File: src/rtl/rf_wport_arbiter_if.sv
// rtl/rf_wport_arbiter_if.sv - WB / long-latency / regfile write-port bundle (optional RF_WPORT_ARB_STATS_EN counters)
interface rf_wport_arbiter_if;
    logic        wb_valid;
    logic [37:0] wb_rf_zip;
    logic        wb_stall;
    logic        lu_valid;
    logic [37:0] lu_rf_zip;
    logic        lu_ready;
    logic        rf_we;
    logic [4:0]  rf_waddr;
    logic [31:0] rf_wdata;
`ifdef RF_WPORT_ARB_STATS_EN
    logic [31:0] arb_wb_stall_cnt;
    logic [31:0] arb_lu_drop_cnt;

    modport slave (
        input  wb_valid, wb_rf_zip, lu_valid, lu_rf_zip,
        output wb_stall, lu_ready, rf_we, rf_waddr, rf_wdata,
        output arb_wb_stall_cnt, arb_lu_drop_cnt
    );
    modport master (
        output wb_valid, wb_rf_zip, lu_valid, lu_rf_zip,
        input  wb_stall, lu_ready, rf_we, rf_waddr, rf_wdata,
        input  arb_wb_stall_cnt, arb_lu_drop_cnt
    );
`else
    modport slave (
        input  wb_valid, wb_rf_zip, lu_valid, lu_rf_zip,
        output wb_stall, lu_ready, rf_we, rf_waddr, rf_wdata
    );
    modport master (
        output wb_valid, wb_rf_zip, lu_valid, lu_rf_zip,
        input  wb_stall, lu_ready, rf_we, rf_waddr, rf_wdata
    );
`endif
endinterface

File: src/rtl/rf_wport_arbiter.sv
// rtl/rf_wport_arbiter.sv - regfile write-port arbiter, WB priority with starvation-forced FIFO drain (optional RF_WPORT_ARB_STATS_EN)
module rf_wport_arbiter #(
    parameter int DEPTH        = 2,
    parameter int STARVE_LIMIT = 4
) (
    input  logic             clk,
    input  logic             resetn,
    rf_wport_arbiter_if.slave bus
);
    localparam int         AW       = (DEPTH > 1) ? $clog2(DEPTH) : 1;
    localparam logic [AW:0] FULL_CNT = (AW+1)'(DEPTH);
    localparam logic [3:0]  LIMIT    = 4'(STARVE_LIMIT);

    // FIFO holds only {waddr, wdata}; the we bit is implicit because no-op writes are never stored
    logic [36:0]   fifo_q [DEPTH];
    logic [AW-1:0] wr_ptr_q, wr_ptr_d;
    logic [AW-1:0] rd_ptr_q, rd_ptr_d;
    logic [AW:0]   count_q, count_d;
    logic [3:0]    starve_q, starve_d;
    logic          rf_we_q, rf_we_d;
    logic [4:0]    rf_waddr_q, rf_waddr_d;
    logic [31:0]   rf_wdata_q, rf_wdata_d;

    logic wb_req, fifo_req, grant_lu, grant_wb;
    logic full, empty, lu_fire, lu_keep;
    logic [36:0] head;

    assign full     = (count_q == FULL_CNT);
    assign empty    = (count_q == '0);
    assign head     = fifo_q[rd_ptr_q];

    assign wb_req   = bus.wb_valid & bus.wb_rf_zip[37] & (bus.wb_rf_zip[36:32] != 5'd0);
    assign fifo_req = ~empty;
    assign grant_lu = fifo_req & (~wb_req | (starve_q == LIMIT));
    assign grant_wb = wb_req & ~grant_lu;

    // A full FIFO refuses even when it pops this cycle, keeping lu_ready independent of the grant
    assign lu_fire  = bus.lu_valid & ~full;
    assign lu_keep  = lu_fire & bus.lu_rf_zip[37] & (bus.lu_rf_zip[36:32] != 5'd0);

    assign bus.wb_stall = wb_req & grant_lu;
    assign bus.lu_ready = ~full;
    assign bus.rf_we    = rf_we_q;
    assign bus.rf_waddr = rf_waddr_q;
    assign bus.rf_wdata = rf_wdata_q;

    // next-state for pointers, occupancy, starvation counter and the registered write stage
    always_comb begin
        wr_ptr_d   = lu_keep  ? wr_ptr_q + AW'(1) : wr_ptr_q;
        rd_ptr_d   = grant_lu ? rd_ptr_q + AW'(1) : rd_ptr_q;
        count_d    = count_q;
        case ({lu_keep, grant_lu})
            2'b10:   count_d = count_q + (AW+1)'(1);
            2'b01:   count_d = count_q - (AW+1)'(1);
            default: count_d = count_q;
        endcase

        starve_d = starve_q;
        if (empty || grant_lu)
            starve_d = 4'd0;
        else if (grant_wb && (starve_q != LIMIT))
            starve_d = starve_q + 4'd1;

        rf_we_d    = grant_wb | grant_lu;
        rf_waddr_d = rf_waddr_q;
        rf_wdata_d = rf_wdata_q;
        if (grant_lu) begin
            rf_waddr_d = head[36:32];
            rf_wdata_d = head[31:0];
        end else if (grant_wb) begin
            rf_waddr_d = bus.wb_rf_zip[36:32];
            rf_wdata_d = bus.wb_rf_zip[31:0];
        end
    end

    // control state; reset drops queued entries by clearing pointers and count
    always_ff @(posedge clk) begin
        if (!resetn) begin
            wr_ptr_q   <= '0;
            rd_ptr_q   <= '0;
            count_q    <= '0;
            starve_q   <= 4'd0;
            rf_we_q    <= 1'b0;
            rf_waddr_q <= 5'd0;
            rf_wdata_q <= 32'd0;
        end else begin
            wr_ptr_q   <= wr_ptr_d;
            rd_ptr_q   <= rd_ptr_d;
            count_q    <= count_d;
            starve_q   <= starve_d;
            rf_we_q    <= rf_we_d;
            rf_waddr_q <= rf_waddr_d;
            rf_wdata_q <= rf_wdata_d;
        end
    end

    // FIFO storage needs no reset: occupancy alone decides which slots are live
    always_ff @(posedge clk) begin
        if (lu_keep)
            fifo_q[wr_ptr_q] <= bus.lu_rf_zip[36:0];
    end

`ifdef RF_WPORT_ARB_STATS_EN
    logic [31:0] stall_cnt_q, drop_cnt_q;

    assign bus.arb_wb_stall_cnt = stall_cnt_q;
    assign bus.arb_lu_drop_cnt  = drop_cnt_q;

    // free-running event counters, wrapping at 2^32
    always_ff @(posedge clk) begin
        if (!resetn) begin
            stall_cnt_q <= 32'd0;
            drop_cnt_q  <= 32'd0;
        end else begin
            if (bus.wb_stall)
                stall_cnt_q <= stall_cnt_q + 32'd1;
            if (lu_fire && !lu_keep)
                drop_cnt_q <= drop_cnt_q + 32'd1;
        end
    end
`endif
endmodule
File: src/flat_wrapper.sv
// flat-port wrapper written by rule: the top's interface ports become plain ports
module rf_wport_arbiter_flat 
#(
    parameter int DEPTH        = 2,
    parameter int STARVE_LIMIT = 4
)
  (clk, resetn, bus_wb_valid, bus_wb_rf_zip, bus_lu_valid, bus_lu_rf_zip, bus_wb_stall, bus_lu_ready, bus_rf_we, bus_rf_waddr, bus_rf_wdata);
  rf_wport_arbiter_if bus_i ();
  input  logic clk;
  input  logic resetn;
  input wire logic [$bits(bus_i.wb_valid)-1:0] bus_wb_valid;
  input wire logic [$bits(bus_i.wb_rf_zip)-1:0] bus_wb_rf_zip;
  input wire logic [$bits(bus_i.lu_valid)-1:0] bus_lu_valid;
  input wire logic [$bits(bus_i.lu_rf_zip)-1:0] bus_lu_rf_zip;
  output wire logic [$bits(bus_i.wb_stall)-1:0] bus_wb_stall;
  output wire logic [$bits(bus_i.lu_ready)-1:0] bus_lu_ready;
  output wire logic [$bits(bus_i.rf_we)-1:0] bus_rf_we;
  output wire logic [$bits(bus_i.rf_waddr)-1:0] bus_rf_waddr;
  output wire logic [$bits(bus_i.rf_wdata)-1:0] bus_rf_wdata;
  assign bus_i.wb_valid = bus_wb_valid;
  assign bus_i.wb_rf_zip = bus_wb_rf_zip;
  assign bus_i.lu_valid = bus_lu_valid;
  assign bus_i.lu_rf_zip = bus_lu_rf_zip;
  assign bus_wb_stall = bus_i.wb_stall;
  assign bus_lu_ready = bus_i.lu_ready;
  assign bus_rf_we = bus_i.rf_we;
  assign bus_rf_waddr = bus_i.rf_waddr;
  assign bus_rf_wdata = bus_i.rf_wdata;
  rf_wport_arbiter #(.DEPTH(DEPTH), .STARVE_LIMIT(STARVE_LIMIT)) u_core (.clk(clk), .resetn(resetn), .bus(bus_i));
endmodule
File: config.mk
export PLATFORM = sky130hd
export DESIGN_NAME = rf_wport_arbiter_flat
export DESIGN_NICKNAME = d
export VERILOG_FILES = /design/src/rtl/rf_wport_arbiter_if.sv /design/src/rtl/rf_wport_arbiter.sv /design/src/flat_wrapper.sv
export SDC_FILE = /design/constraint.sdc
export NUM_CORES = 1
export LEC_CHECK = 0
export BUFFER_PORTS_ARGS = -buffer_cell sky130_fd_sc_hd__buf_4
export CORE_MARGIN = 3
export CORE_UTILIZATION = 53
export CTS_CLUSTER_SIZE = 20
export DETAILED_ROUTE_END_ITERATION = 8
export GPL_ROUTABILITY_DRIVEN = 1
export HOLD_SLACK_MARGIN = 0.03
export PLACE_DENSITY = 0.83
export REMOVE_ABC_BUFFERS = 1
export SLEW_MARGIN = 20
export SYNTH_ARGS = -nofsm -noshare
export SYNTH_HDL_FRONTEND = slang
export SYNTH_SLANG_ARGS = --single-unit
File: constraint.sdc
create_clock -name clk -period 3.95 [get_ports clk]
set_input_delay 0.79 -clock clk [delete_from_list [all_inputs] [get_ports clk]]
set_output_delay 0.79 -clock clk [all_outputs]
set_load 0.03 [all_outputs]
# Word level (Yosys, flattened, before mapping)
# Memories as Yosys holds them, arrays and structs flattened. A register that Yosys moved wholly into a read port is not among the register bits.
# Index checks and enable logic that the tools add are counted.
# totals
ff_bits	46
ramBits	74
input_bits	80
output_inout_bits	40
elab_cells	50
mem_count	1
# mem_list
name	words	word_bits	rd	rd_ports_with_merged_regs	write_ports	line_no	rtl
u_core.fifo_q	2	37	1	1	1	rf_wport_arbiter.sv:15	logic [36:0] fifo_q [DEPTH];
# classes
add_sub_neg	5
eq_ne	5
muxes	9
bitwise	15
n_reduce_logical	8
# ops
operator	count
$mux W32	2
$mux W5	2
$reduce_bool A5 Y1	2
$and A1 B1 Y1	8
$not A1 Y1	5
$add A4 B1 Y4 const B	1
$eq A2 B2 Y1 const B	2
$eq A4 B3 Y1 const B	1
$mux W1	4
$ne A4 B3 Y1 const B	1
$pmux W2 S2	1
$reduce_bool A2 Y1	2
$add A1 B1 Y1 const B	2
$add A2 B1 Y2 const B	1
$eq A2 B1 Y1 const B	1
$logic_not A2 Y1	1
$or A1 B1 Y1	2
$reduce_or A2 Y1	1
$sub A2 B1 Y2 const B	1
$logic_and A1 B1 Y1	1
$logic_or A1 B1 Y1	1

# Longest topological paths before layout
# logic_depth
ltp_word	9
mapped_depth	9
mapped_depth_nobuf	9

# Worst setup path before layout
# No wires, ideal clock.
# synth_path
path_type	input to register
start	input port bus_lu_rf_zip[35]
end	memory u_core.fifo_q[0][0], enable pin
arrival_time_ns	2.683
setup_slack_ns	0.836
stages	3
cell_sequence	or4_1 > o2111ai_1 > nor2_1
# synth_between
elab_chain_len	4
# synth_rtl
item	line_no	rtl
start: declaration	flat_wrapper.sv:14	input wire logic [$bits(bus_i.lu_rf_zip)-1:0] bus_lu_rf_zip;
$reduce_bool A5 Y1	rf_wport_arbiter.sv:39	assign lu_keep = lu_fire & bus.lu_rf_zip[37] & (bus.lu_rf_zip[36:32] != 5'd0);
$and A1 B1 Y1	rf_wport_arbiter.sv:39	
$mux W1	rf_wport_arbiter.sv:99	if (lu_keep)
$mux W1 (not written as such)	rf_wport_arbiter.sv:100	fifo_q[wr_ptr_q] <= bus.lu_rf_zip[36:0];
end: declaration	rf_wport_arbiter.sv:15	
# Every way passes these cells.

# Worst setup path after layout
# layout_path
start	input port bus_wb_rf_zip[34]
end	output port bus_wb_stall
# layout_between
elab_chain_len	6
# layout_rtl
item	line_no	rtl
start: declaration	flat_wrapper.sv:12	input wire logic [$bits(bus_i.wb_rf_zip)-1:0] bus_wb_rf_zip;
$reduce_bool A5 Y1 (*)	rf_wport_arbiter.sv:32	assign wb_req = bus.wb_valid & bus.wb_rf_zip[37] & (bus.wb_rf_zip[36:32] != 5'd0);
$and A1 B1 Y1 (*)	rf_wport_arbiter.sv:32	
$not A1 Y1	rf_wport_arbiter.sv:34	assign grant_lu = fifo_req & (~wb_req | (starve_q == LIMIT));
$or A1 B1 Y1	rf_wport_arbiter.sv:34	
$and A1 B1 Y1	rf_wport_arbiter.sv:34	
$and A1 B1 Y1 (*)	rf_wport_arbiter.sv:41	assign bus.wb_stall = wb_req & grant_lu;
end: declaration	flat_wrapper.sv:15	output wire logic [$bits(bus_i.wb_stall)-1:0] bus_wb_stall;
# Mark *: on every way between the ends. The rest lies on a longest branch, timed or not.

==> results.sh <==
export IMPL_status="completed"
export IMPL_r2r_start="u_core.starve_q[0]"
export IMPL_synth_top_area_share_pct=45.9
export IMPL_rsz0062_at_grt="false"
export IMPL_end_kind="primary output"
export IMPL_syn_avg_cell_area_um2=14.0
export IMPL_ant_nets=0
export IMPL_post_cts_buffers=0
export IMPL_peakVddDrop_uv=419
export IMPL_synth_compound_area_share_pct=15.0
export IMPL_nets=547
export IMPL_fp_row_count=34
export IMPL_ys_top_cells_by_area="edfxtp_1 (46%), dfxtp_1 (19%), mux2i_1 (7.7%), a32o_1 (7.0%), a21o_1 (5.3%)"
export IMPL_p_leak_nw=2.55
export IMPL_hp_class="input pin to flip-flop"
export IMPL_gp_congestion=0.837
export IMPL_tns_ps=0
export IMPL_cts_sinks=121
export IMPL_wirelength_mm=10.9
export IMPL_hold_depth=1
export IMPL_n_antenna_cell=0
export IMPL_synth_xor_area_share_pct=0.905
export IMPL_placedInstanceArea_um2=5790
export IMPL_cp_max_fo=6
export IMPL_dieWidth_um=102
export IMPL_globalRouteOverflowTotal=0
export IMPL_vias=3405
export IMPL_post_drt_via_cell_ratio=5.82
export IMPL_finClkSkew_ps=10.9
export IMPL_drive_gt1_share_pct=34.6
export IMPL_slowest_stage="or4_4"
export IMPL_max_freq_mhz=342
export IMPL_setup_viol=0
export IMPL_fin_area_um2=6460
export IMPL_swShare_pct=33.4
export IMPL_numPortBuffers=119
export IMPL_r2r_setup_slack_ps=1730
export IMPL_cts_resized=0
export IMPL_finalWorstSetupSlack_ps=1020
export IMPL_drt_iter0_markers=179
export IMPL_fillers=549
export IMPL_ys_ff_latch=121
export IMPL_grt_pass1_wl_mm=17.2
export IMPL_numCtsBuffers=17
export IMPL_arrival_ps=2140
export IMPL_grt_pass1_vias=3539
export IMPL_worst_r2r_endpoint="u_core.count_q[1]"
export IMPL_synth_warning_count=0
export IMPL_maxSlewViolCount=0
export IMPL_min_period_ps=2930
export IMPL_path_cells="buf_4 -> or4_4 -> o211a_1 -> nor3_1 -> buf_4"
export IMPL_fin_crit_sh_pct=74.1
export IMPL_yosysTopAreaCell="edfxtp_1"
export IMPL_crit_type="input pin to primary output"
export IMPL_worst_hold_path_endpoint="u_core.fifo_q[0][9]"
export IMPL_initial_core_util_pct=55.0
export IMPL_syn_to_final_growth_pct=33.6
export IMPL_synth_top_family_by_area="compound AO/OA/AOI/OAI gates"
export IMPL_start_kind="input pin"
export IMPL_p_per_area_nw_per_um2=778
export IMPL_grt_total_usage_pct=21.7
export IMPL_final_hold_viol_count=0
export IMPL_p_comb_share_pct=31.6
export IMPL_dp_hpwl_mm=6.75
export IMPL_synth_mux_area_share_pct=7.89
export IMPL_pre_cts_ws_ps=957
export IMPL_drv_cap=0
export IMPL_cts_buffer_depth=2
export IMPL_cts_hold_buf=0
export IMPL_intPower_w=0.00335
export IMPL_hold_start="bus_lu_rf_zip[9]"
export IMPL_slew_headroom_pct=31.2
export IMPL_synthSimpleGateAreaFrac_pct=6.64
export IMPL_synth_edf_count=74
export IMPL_ff2ff_path_depth=8
export IMPL_synth_ff_type="edfxtp_1"
export IMPL_p_clk_share_pct=32.2
export IMPL_synth_seq_area_share_pct=65.4
export IMPL_drc=0
export IMPL_die_area_um2=10300
export IMPL_core_um2=8810
export IMPL_dr_pass1_iters=4
export IMPL_root_buffer="clkbuf_8"
export IMPL_htreeDepth=4
export IMPL_worst_slew_pin_slew_ps=1030
export IMPL_synth_async_reset_ratio_pct=0
export IMPL_clkTransAtPathRegs_ps=60
export IMPL_clock_latency_ps=510
export IMPL_synth_cell_area_um2=4840
export IMPL_critPathMaxStageDelay_ps=570
export IMPL_p_switching_w=0.00168
export IMPL_die_h_um=102
export IMPL_crit_path_frequent_cell="buf_4"
export IMPL_post_drt_wl_per_cell_um=18.6
export IMPL_yosys_area_share_adder_pct=0.776
export IMPL_synth_cell_type_count=38
export IMPL_grt_max_degree=40
export IMPL_seqPwrFrac_pct=36.2
export IMPL_cts_tree="done"
export IMPL_cp_data_required_time_ps=3160
export IMPL_boundaryPins=120
export IMPL_power_w=0.00503
export IMPL_synthesis_instances=346
export IMPL_antenna_found_initial=0
## cell type report
class	count	area (um2)	area share [%]
Clock inverter	13	201	3.12
Clock buffer	19	422	6.52
Multi-Input combinational cell	193	1530	23.7
Tap cell	108	135	2.09
Inverter	5	18.8	0.290
Timing Repair Buffer	126	986	15.3
Sequential cell	121	3170	49.0
## flip-flops by register name (all words and copies together), names as in the netlist, named ones only
name / count
u_core.bus.rf_waddr: 5
u_core.wr_ptr_q: 1
u_core.count_q: 2
u_core.fifo_q: 74
u_core.bus.rf_wdata: 32
u_core.bus.rf_we: 1
u_core.rd_ptr_q: 1
u_core.starve_q: 4
## Yosys cell counts (2+ instances only)
cell,instances
a211oi_1,2
a21o_1,34
a21oi_1,4
a32o_1,34
buf_1,3
buf_2,8
buf_4,2
buf_6,4
clkbuf_1,10
dfxtp_1,47
edfxtp_1,74
ha_1,3
inv_1,5
mux2i_1,37
nand2_1,3
nand3_1,35
nor2_1,12
nor2b_1,3
o21ai_0,2
o32ai_1,2
or3_1,2
xnor2_1,3
xor2_1,2
## how the worst max path moves through the flow
stage                                        end  cells after the start               from  slack, ps
after global placement              bus_wb_stall                      5  bus_wb_rf_zip[34]       1030
final                               bus_wb_stall                      5  bus_wb_rf_zip[34]       1020
after CTS                           bus_wb_stall                      5  bus_wb_rf_zip[34]       1010
after floorplan           u_core.bus.rf_waddr[0]                      4  bus_wb_rf_zip[34]        830
after detailed placement       u_core.count_q[1]                      6  bus_lu_rf_zip[32]        960
after global routing                bus_wb_stall                      5  bus_wb_rf_zip[34]        950
## worst max-delay path, delay by kind of cell
kind / cells / cell delay [ps]
and+or+nand+nor: 2 / 740
AOI/OAI and AO/OA: 1 / 300
buffers and inverters: 2 / 300
## routing by layer
layer	wire length, um	vias up	global-route usage [%]
met5	0	-	0
met4	186	0	8.90
met3	746	20	6.82
met2	5610	137	37.0
met1	4360	1658	25.5
li1	-	1590	-
## power groups by stage
stage / combinational, W / clock, W / sequential, W
after CTS: 0.00159 / 0.00163 / 0.00183
after floorplan: 0.000683 / 0 / 0.00214
final: 0.00159 / 0.00162 / 0.00182
after global placement: 0.00154 / 0 / 0.00182
after global routing: 0.00171 / 0.00169 / 0.00185
after detailed placement: 0.00156 / 0 / 0.00184
## cell families after synthesis
kind of cell	after synthesis
XOR/XNOR	5
AND/OR/NAND/NOR	63
multiplexers	38
buffers and inverters	32
AO/OA/AOI/OAI	84
flip-flops	121
adder cells (fa/ha/maj)	3
## per-stage QoR
step / utilization [%] / std cells / hold slack (ps)
2_1_floorplan: - / 319 / 430
3_3_place_gp: 65.7 / 551 / 445
3_5_place_dp: 65.7 / 551 / 456
4_1_cts: 72.8 / 583 / 452
5_1_grt: 73.4 / 585 / 446
6_report: 73.4 / 585 / 465
## layout by cell type, fill, tap and decap left out, drive strengths merged, types with 4 or more instances in the layout
master / count
buf: 126
bufinv: 5
clkinvlp: 4
a21o: 34
a21oi: 5
nand3: 35
clkinv: 4
dfxtp: 47
clkbuf: 19
nor2: 12
edfxtp: 74
a32o: 34
mux2i: 37
inv: 5
(Power assumes the default switching activity.)
